`config.mk`:
```
export PLATFORM = sky130hd
export DESIGN_NAME = ifetch_queue
export DESIGN_NICKNAME = d
export VERILOG_FILES = /design/src/rtl/ifq_pkg.sv /design/src/rtl/ifq_fifo.sv /design/src/rtl/ifetch_queue.sv
export SDC_FILE = /design/constraint.sdc
export NUM_CORES = 1
export LEC_CHECK = 0
export BUFFER_PORTS_ARGS = -buffer_cell sky130_fd_sc_hd__buf_2
export CAP_MARGIN = 20
export CORE_ASPECT_RATIO = 1.2
export CORE_MARGIN = 10
export CORE_UTILIZATION = 30
export DETAILED_ROUTE_END_ITERATION = 12
export PLACE_DENSITY_LB_ADDON = 0.25
export SETUP_SLACK_MARGIN = 0.05
export SYNTH_ARGS = -nofsm -noshare
export SYNTH_HDL_FRONTEND = slang
export SYNTH_SLANG_ARGS = --single-unit
```
`constraint.sdc`:
```
create_clock -name clk -period 4.7 [get_ports clk]
set_input_delay 1.175 -clock clk [delete_from_list [all_inputs] [get_ports clk]]
set_output_delay 1.175 -clock clk [all_outputs]
set_load 0.005 [all_outputs]
```
`src/rtl/ifq_pkg.sv`:
```
// ifq_pkg: shared types and constants for the instruction fetch queue
package ifq_pkg;
    localparam int XLEN = 32;
    localparam logic [XLEN-1:0] PC_STEP = 32'd4;
    typedef enum logic [1:0] {IFQ_BOOT, IFQ_RUN, IFQ_DRAIN} ifq_state_t;
    typedef struct packed {
        logic [XLEN-1:0] pc;
        logic [XLEN-1:0] instr;
    } ifq_entry_t;
endpackage

```
`src/rtl/ifq_fifo.sv`:
```
// ifq_fifo: synchronous FIFO with flush, used for in-flight PCs and the decode queue
//   clk, reset       clock, synchronous active-high reset
//   flush            empties the FIFO next cycle
//   push, wdata      write strobe and data (accepted when not full or when popping)
//   pop, rdata       read strobe and head data
//   count            current occupancy, $clog2(DEPTH+1) bits
module ifq_fifo import ifq_pkg::*; #(
    parameter int WIDTH = XLEN,
    parameter int DEPTH = 4
) (
    input  logic                       clk,
    input  logic                       reset,
    input  logic                       flush,
    input  logic                       push,
    input  logic [WIDTH-1:0]           wdata,
    input  logic                       pop,
    output logic [WIDTH-1:0]           rdata,
    output logic [$clog2(DEPTH+1)-1:0] count
);
    localparam int AW = DEPTH > 1 ? $clog2(DEPTH) : 1;
    localparam int CW = $clog2(DEPTH + 1);
    logic [WIDTH-1:0] mem [DEPTH];
    logic [AW-1:0] rd, wr;
    logic do_push, do_pop;
    assign do_pop  = pop && count != '0;
    assign do_push = push && (count != CW'(DEPTH) || do_pop);
    assign rdata   = mem[rd];
    always_ff @(posedge clk) begin
        if (reset || flush) begin
            rd    <= '0;
            wr    <= '0;
            count <= '0;
        end else begin
            if (do_push) mem[wr] <= wdata;
            if (do_push) wr <= wr == AW'(DEPTH - 1) ? '0 : wr + 1'b1;
            if (do_pop) rd <= rd == AW'(DEPTH - 1) ? '0 : rd + 1'b1;
            count <= count + CW'(do_push) - CW'(do_pop);
        end
    end
endmodule

```
`src/rtl/ifetch_queue.sv`:
```
// ifetch_queue: drives the PC register, issues in-order fetches and buffers {pc, instr} for decode
//   clk, reset                     clock, synchronous active-high reset
//   pc_i                           current PC from the PC register
//   pc_load_o, pc_next_o           PC register load strobe and value
//   redirect_i, redirect_pc_i      single-cycle redirect and its target
//   mem_req_o, mem_addr_o          read request (held until mem_gnt_i) and address
//   mem_gnt_i                      request accepted
//   mem_rvalid_i, mem_rdata_i      in-order read response
//   dec_valid_o, dec_ready_i       decode handshake
//   dec_pc_o, dec_instr_o          head entry
//   IFQ_BYPASS_EN                  define to forward a response straight to decode when the queue is empty
module ifetch_queue import ifq_pkg::*; #(
    parameter int              DEPTH     = 4,
    parameter int              MAX_OUT   = 2,
    parameter logic [XLEN-1:0] RESET_VEC = '0
) (
    input  logic            clk,
    input  logic            reset,
    input  logic [XLEN-1:0] pc_i,
    output logic            pc_load_o,
    output logic [XLEN-1:0] pc_next_o,
    input  logic            redirect_i,
    input  logic [XLEN-1:0] redirect_pc_i,
    output logic            mem_req_o,
    output logic [XLEN-1:0] mem_addr_o,
    input  logic            mem_gnt_i,
    input  logic            mem_rvalid_i,
    input  logic [XLEN-1:0] mem_rdata_i,
    output logic            dec_valid_o,
    input  logic            dec_ready_i,
    output logic [XLEN-1:0] dec_pc_o,
    output logic [XLEN-1:0] dec_instr_o
);
    localparam int OW = $clog2(MAX_OUT + 1);
    localparam int QW = $clog2(DEPTH + 1);
    ifq_state_t state, state_n;
    logic [OW-1:0] drop_cnt, drop_n, f_count, outstanding;
    logic [QW-1:0] q_count;
    logic [XLEN-1:0] f_pc;
    ifq_entry_t q_head;
    logic issue, grant, live, byp, push, pop;
    // live reads sit in the PC FIFO, reads orphaned by a redirect are only counted
    assign outstanding = f_count + drop_cnt;
    assign issue = !reset && state == IFQ_RUN && !redirect_i && outstanding < OW'(MAX_OUT)
                   && 32'(outstanding) + 32'(q_count) < 32'(DEPTH);
    assign grant = issue && mem_gnt_i;
    assign live  = mem_rvalid_i && drop_cnt == '0 && !redirect_i;
`ifdef IFQ_BYPASS_EN
    assign byp = live && q_count == '0 && dec_ready_i;
`else
    assign byp = 1'b0;
`endif
    assign push = live && !byp;
    assign pop  = q_count != '0 && dec_ready_i && !redirect_i;
    assign mem_req_o   = issue;
    assign mem_addr_o  = issue ? pc_i : '0;
    assign pc_load_o   = !reset && (redirect_i || state == IFQ_BOOT || grant);
    assign pc_next_o   = !pc_load_o ? '0 : redirect_i ? redirect_pc_i
                         : state == IFQ_BOOT ? RESET_VEC : pc_i + PC_STEP;
    assign dec_valid_o = !reset && (q_count != '0 || byp);
    assign dec_pc_o    = !dec_valid_o ? '0 : byp ? f_pc : q_head.pc;
    assign dec_instr_o = !dec_valid_o ? '0 : byp ? mem_rdata_i : q_head.instr;
    always_comb begin
        drop_n  = redirect_i ? outstanding - OW'(mem_rvalid_i)
                : drop_cnt - OW'(mem_rvalid_i && drop_cnt != '0);
        state_n = redirect_i ? (drop_n != '0 ? IFQ_DRAIN : IFQ_RUN)
                : (state == IFQ_BOOT || (state == IFQ_DRAIN && drop_cnt == '0)) ? IFQ_RUN : state;
    end
    always_ff @(posedge clk) begin
        if (reset) begin
            state    <= IFQ_BOOT;
            drop_cnt <= '0;
        end else begin
            state    <= state_n;
            drop_cnt <= drop_n;
        end
    end
    ifq_fifo #(.WIDTH(XLEN), .DEPTH(MAX_OUT)) u_inflight (
        .clk(clk), .reset(reset), .flush(redirect_i),
        .push(grant), .wdata(pc_i), .pop(live), .rdata(f_pc), .count(f_count)
    );
    ifq_fifo #(.WIDTH($bits(ifq_entry_t)), .DEPTH(DEPTH)) u_queue (
        .clk(clk), .reset(reset), .flush(redirect_i),
        .push(push), .wdata({f_pc, mem_rdata_i}), .pop(pop), .rdata(q_head), .count(q_count)
    );
endmodule

```
==> flow_summary_export.csv <==
group,metric,value,unit
hold_path,hp-class,"reg2reg",
global_route,grtUsageTotal,12.29,%
global_route,gr-total-overflow,0,
drt,drt_iter0_markers,376,
layout,final_common_cell,"edfxtp_1",
sta,finalCriticalPeriod,4.361,ns
global_route,antenna_found_initial,0,
sta,drv_slew,0,
worst_setup_path,end_kind,"output pin",
place,place_ws,0.4658,ns
die,die_w,217.9,um
yosys,synthCells,811,
layout,multi_input_area,0.003960,sq mm
drt,vias_per_cell,4.633,
place,portBuffers,232,
pwr,powerDensity,363.6,mW/mm^2
clock_tree,clkLatencyLatePin,0.52,ns
sta,hold_violations,0,
worst_setup_path,cp_slowest_cell,"or4b_1",
worst_setup_path,cp_common_cell,"ha_1",
die,ioPinCount,233,
yosys,synth_edf_count,320,
worst_setup_path,timing.critical_path.from_type,"flip-flop",
layout,n_fill_cell,4437,
drt,wire_per_inst,20.44,um
global_route,grt_max_degree,66,
sta,finalSetupViolations,0,
place,gp_congestion,0.7668,
worst_setup_path,slowest_delay,0.52,ns
drt,drc,0,
layout,layout_common_cells,"320 x edfxtp_1, 232 x buf_2, 97 x and2_1",
clock_tree,clock-sinks,338,
die,core.rowCount,86,
sta,fmax,0.2293,GHz
sta,max_slew_margin,42.95,%
yosys,ys_seq_area_share,70.69,%
status,status,"finished, final reports clean",
worst_setup_path,critPathArrivalTime,3.19,ns
yosys,async_flop_share,0,%
yosys,synth_area_leaders,"edfxtp_1 68%, mux4_2 10%, and2_1 4.5%",
drt,totalWireLength,34890,um
worst_setup_path,path_class,"reg2out",
sta,worst-slew-pin-transition,0.8557,ns
die,start_util,30.48,%
yosys,synth_cell_types,44,
layout,drive_gt1_share,38.17,%
die,coreArea,0.04627,sq mm
worst_setup_path,path_delay_family,"simple AND/OR/NAND/NOR gates",
clock_tree,path_clk_slew,0.06,ns
pwr,p_leak,6.124,nW
clock_tree,cts_tree,"done",
global_route,first_global_vias,8776,
yosys,netlist_area,0.01410,sq mm
die,die_h,257.5,um
yosys,yosys_register_bits,338,
worst_setup_path,cp_cell_sequence,"ha_1 > xor3_1 > ha_1 > or4b_1 > nor4_4 > nand2_4 > o21a_4 > a211oi_1 > buf_2",
yosys,synth_flop_cell,"edfxtp_1",
drt,dr.pass1.iters,5,
sta,finalSetupTns,0,ns
drt,drtAntennaViolNets,0,
place,dpl.hpwl,23920,um
layout,layout.nets,1183,
layout,syn_to_final_growth,22.76,%
clock_tree,cts-hold-fix-buffers,0,
worst_setup_path,path_buf_inv,1,
pwr,peakVddDrop,185.3,uV
clock_tree,h-tree-depth,2,
yosys,avgSynthCellArea,17.39,sq um
drt,num_vias,7909,
yosys,yosysTopAreaCell,"edfxtp_1",
sta,finClkSkew,0.01572,ns
yosys,yosysWarnings,0,
clock_tree,cts_max_path_buffers,3,
yosys,syn_nets,927,
global_route,grt_pass1_wl,52970,um
sta,grt_setup_unrepaired,"no",
flow_run,cap_violations,0,
sta,fin_ws,0.3387,ns
sta,layout_worst_path_cycle_share,92.79,%
layout,ff_latch_area,0.009980,sq mm
die,die_area,0.05612,sq mm
yosys,synth_top_area_share,68.13,%
clock_tree,numCtsBuffers,36,
worst_setup_path,cp.required,3.52,ns
worst_setup_path,cp_max_fo,18,
clock_tree,clock-root-buffer,"clkbuf_16",
-- Yosys cell counts, drive strengths merged, types with 10 or more instances --
| cell | n |
|---|---|
| o21ai | 17 |
| edfxtp | 320 |
| buf | 12 |
| a22oi | 14 |
| inv | 12 |
| nand3 | 10 |
| mux4 | 64 |
| nor2 | 42 |
| xor2 | 11 |
| clkbuf | 28 |
| and2 | 101 |
| xnor2 | 27 |
| dfxtp | 18 |
| nand2 | 31 |
| mux2 | 32 |
| ha | 13 |
-- report_power, final --
group / total, mW / internal [mW] / leakage (nW) / switching (mW)
Clock: 2.61 / 1.51 / 0.526 / 1.10
Combinational: 0.354 / 0.156 / 2.57 / 0.199
Sequential: 3.33 / 3.32 / 3.03 / 0.0158
-- final cells by class --
class / instances / area share, %
tap: 616 / 4.452
multi-input combinational: 421 / 22.87
timing repair buffer: 258 / 8.578
inverter: 12 / 0.2602
antenna: 1 / 0.01445
sequential: 338 / 57.64
clock buffer: 42 / 5.333
clock inverter: 19 / 0.8527
-- sequential cells by signal, summed over array words and instances, names as in the netlist, named ones only --
signal,count
u_queue.wr,2
u_inflight.mem,64
drop_cnt,2
u_inflight.wr,1
u_inflight.count,2
u_inflight.rd,1
state,2
u_queue.count,3
u_queue.mem,256
u_queue.rd,2
-- final timing paths --
path                      start                    end  slack [ns]  depth (start not counted)
hold / removal    u_inflight.rd          u_inflight.rd        0.52                          2
setup reg to reg    drop_cnt[0]  u_inflight.mem[1][26]        1.33                          9
setup / recovery    drop_cnt[0]          pc_next_o[31]        0.34                          9
hold reg to reg   u_inflight.rd          u_inflight.rd        0.52                          2
-- through the flow --
stage	cells	power [mW]	hold slack, ns	utilization, %	area, sq um
finish	1707	6.296	0.5224	37.42	17310
global route	1706	6.566	0.5480	37.41	17310
CTS	1706	6.408	0.5274	37.40	17310
detailed placement	1645	3.760	0.5103	35.08	16230
global placement	1645	3.757	0.4940	35.08	16230
floorplan	811	3.565	0.4813	-	14100
-- tightest hold or removal path: stages (launching register included) --
cell	delay (ns)
dfxtp_1	0.33
xnor2_1	0.09
nor2_1	0.08
-- cells by family after synthesis --
| logic type | synth area share (%) |
|---|---|
| mux | 13.13 |
| fa+ha+maj | 1.295 |
| compound gates | 1.836 |
| flops | 70.69 |
| xor+xnor | 2.528 |
| simple gates | 9.022 |
| buf+inv | 1.499 |
-- metal layers --
| metal | routed length (um) | vias to the layer above | global-route usage (%) |
|---|---|---|---|
| li1 | - | 3639 | - |
| met1 | 14710 | 3964 | 15.12 |
| met2 | 17070 | 244 | 20.55 |
| met3 | 2200 | 62 | 3.263 |
| met4 | 899 | 0 | 4.016 |
| met5 | 0 | - | 0 |
-- timing repair --
| action | in CTS | in global routing |
|---|---|---|
| pin swaps | 0 | 1 |
| buffers inserted | 0 | 0 |
| gates resized for setup | 1 | 2 |
| endpoints found under the setup margin | 1 | 11 |
Note: power is estimated with default switching activity, not from simulation.
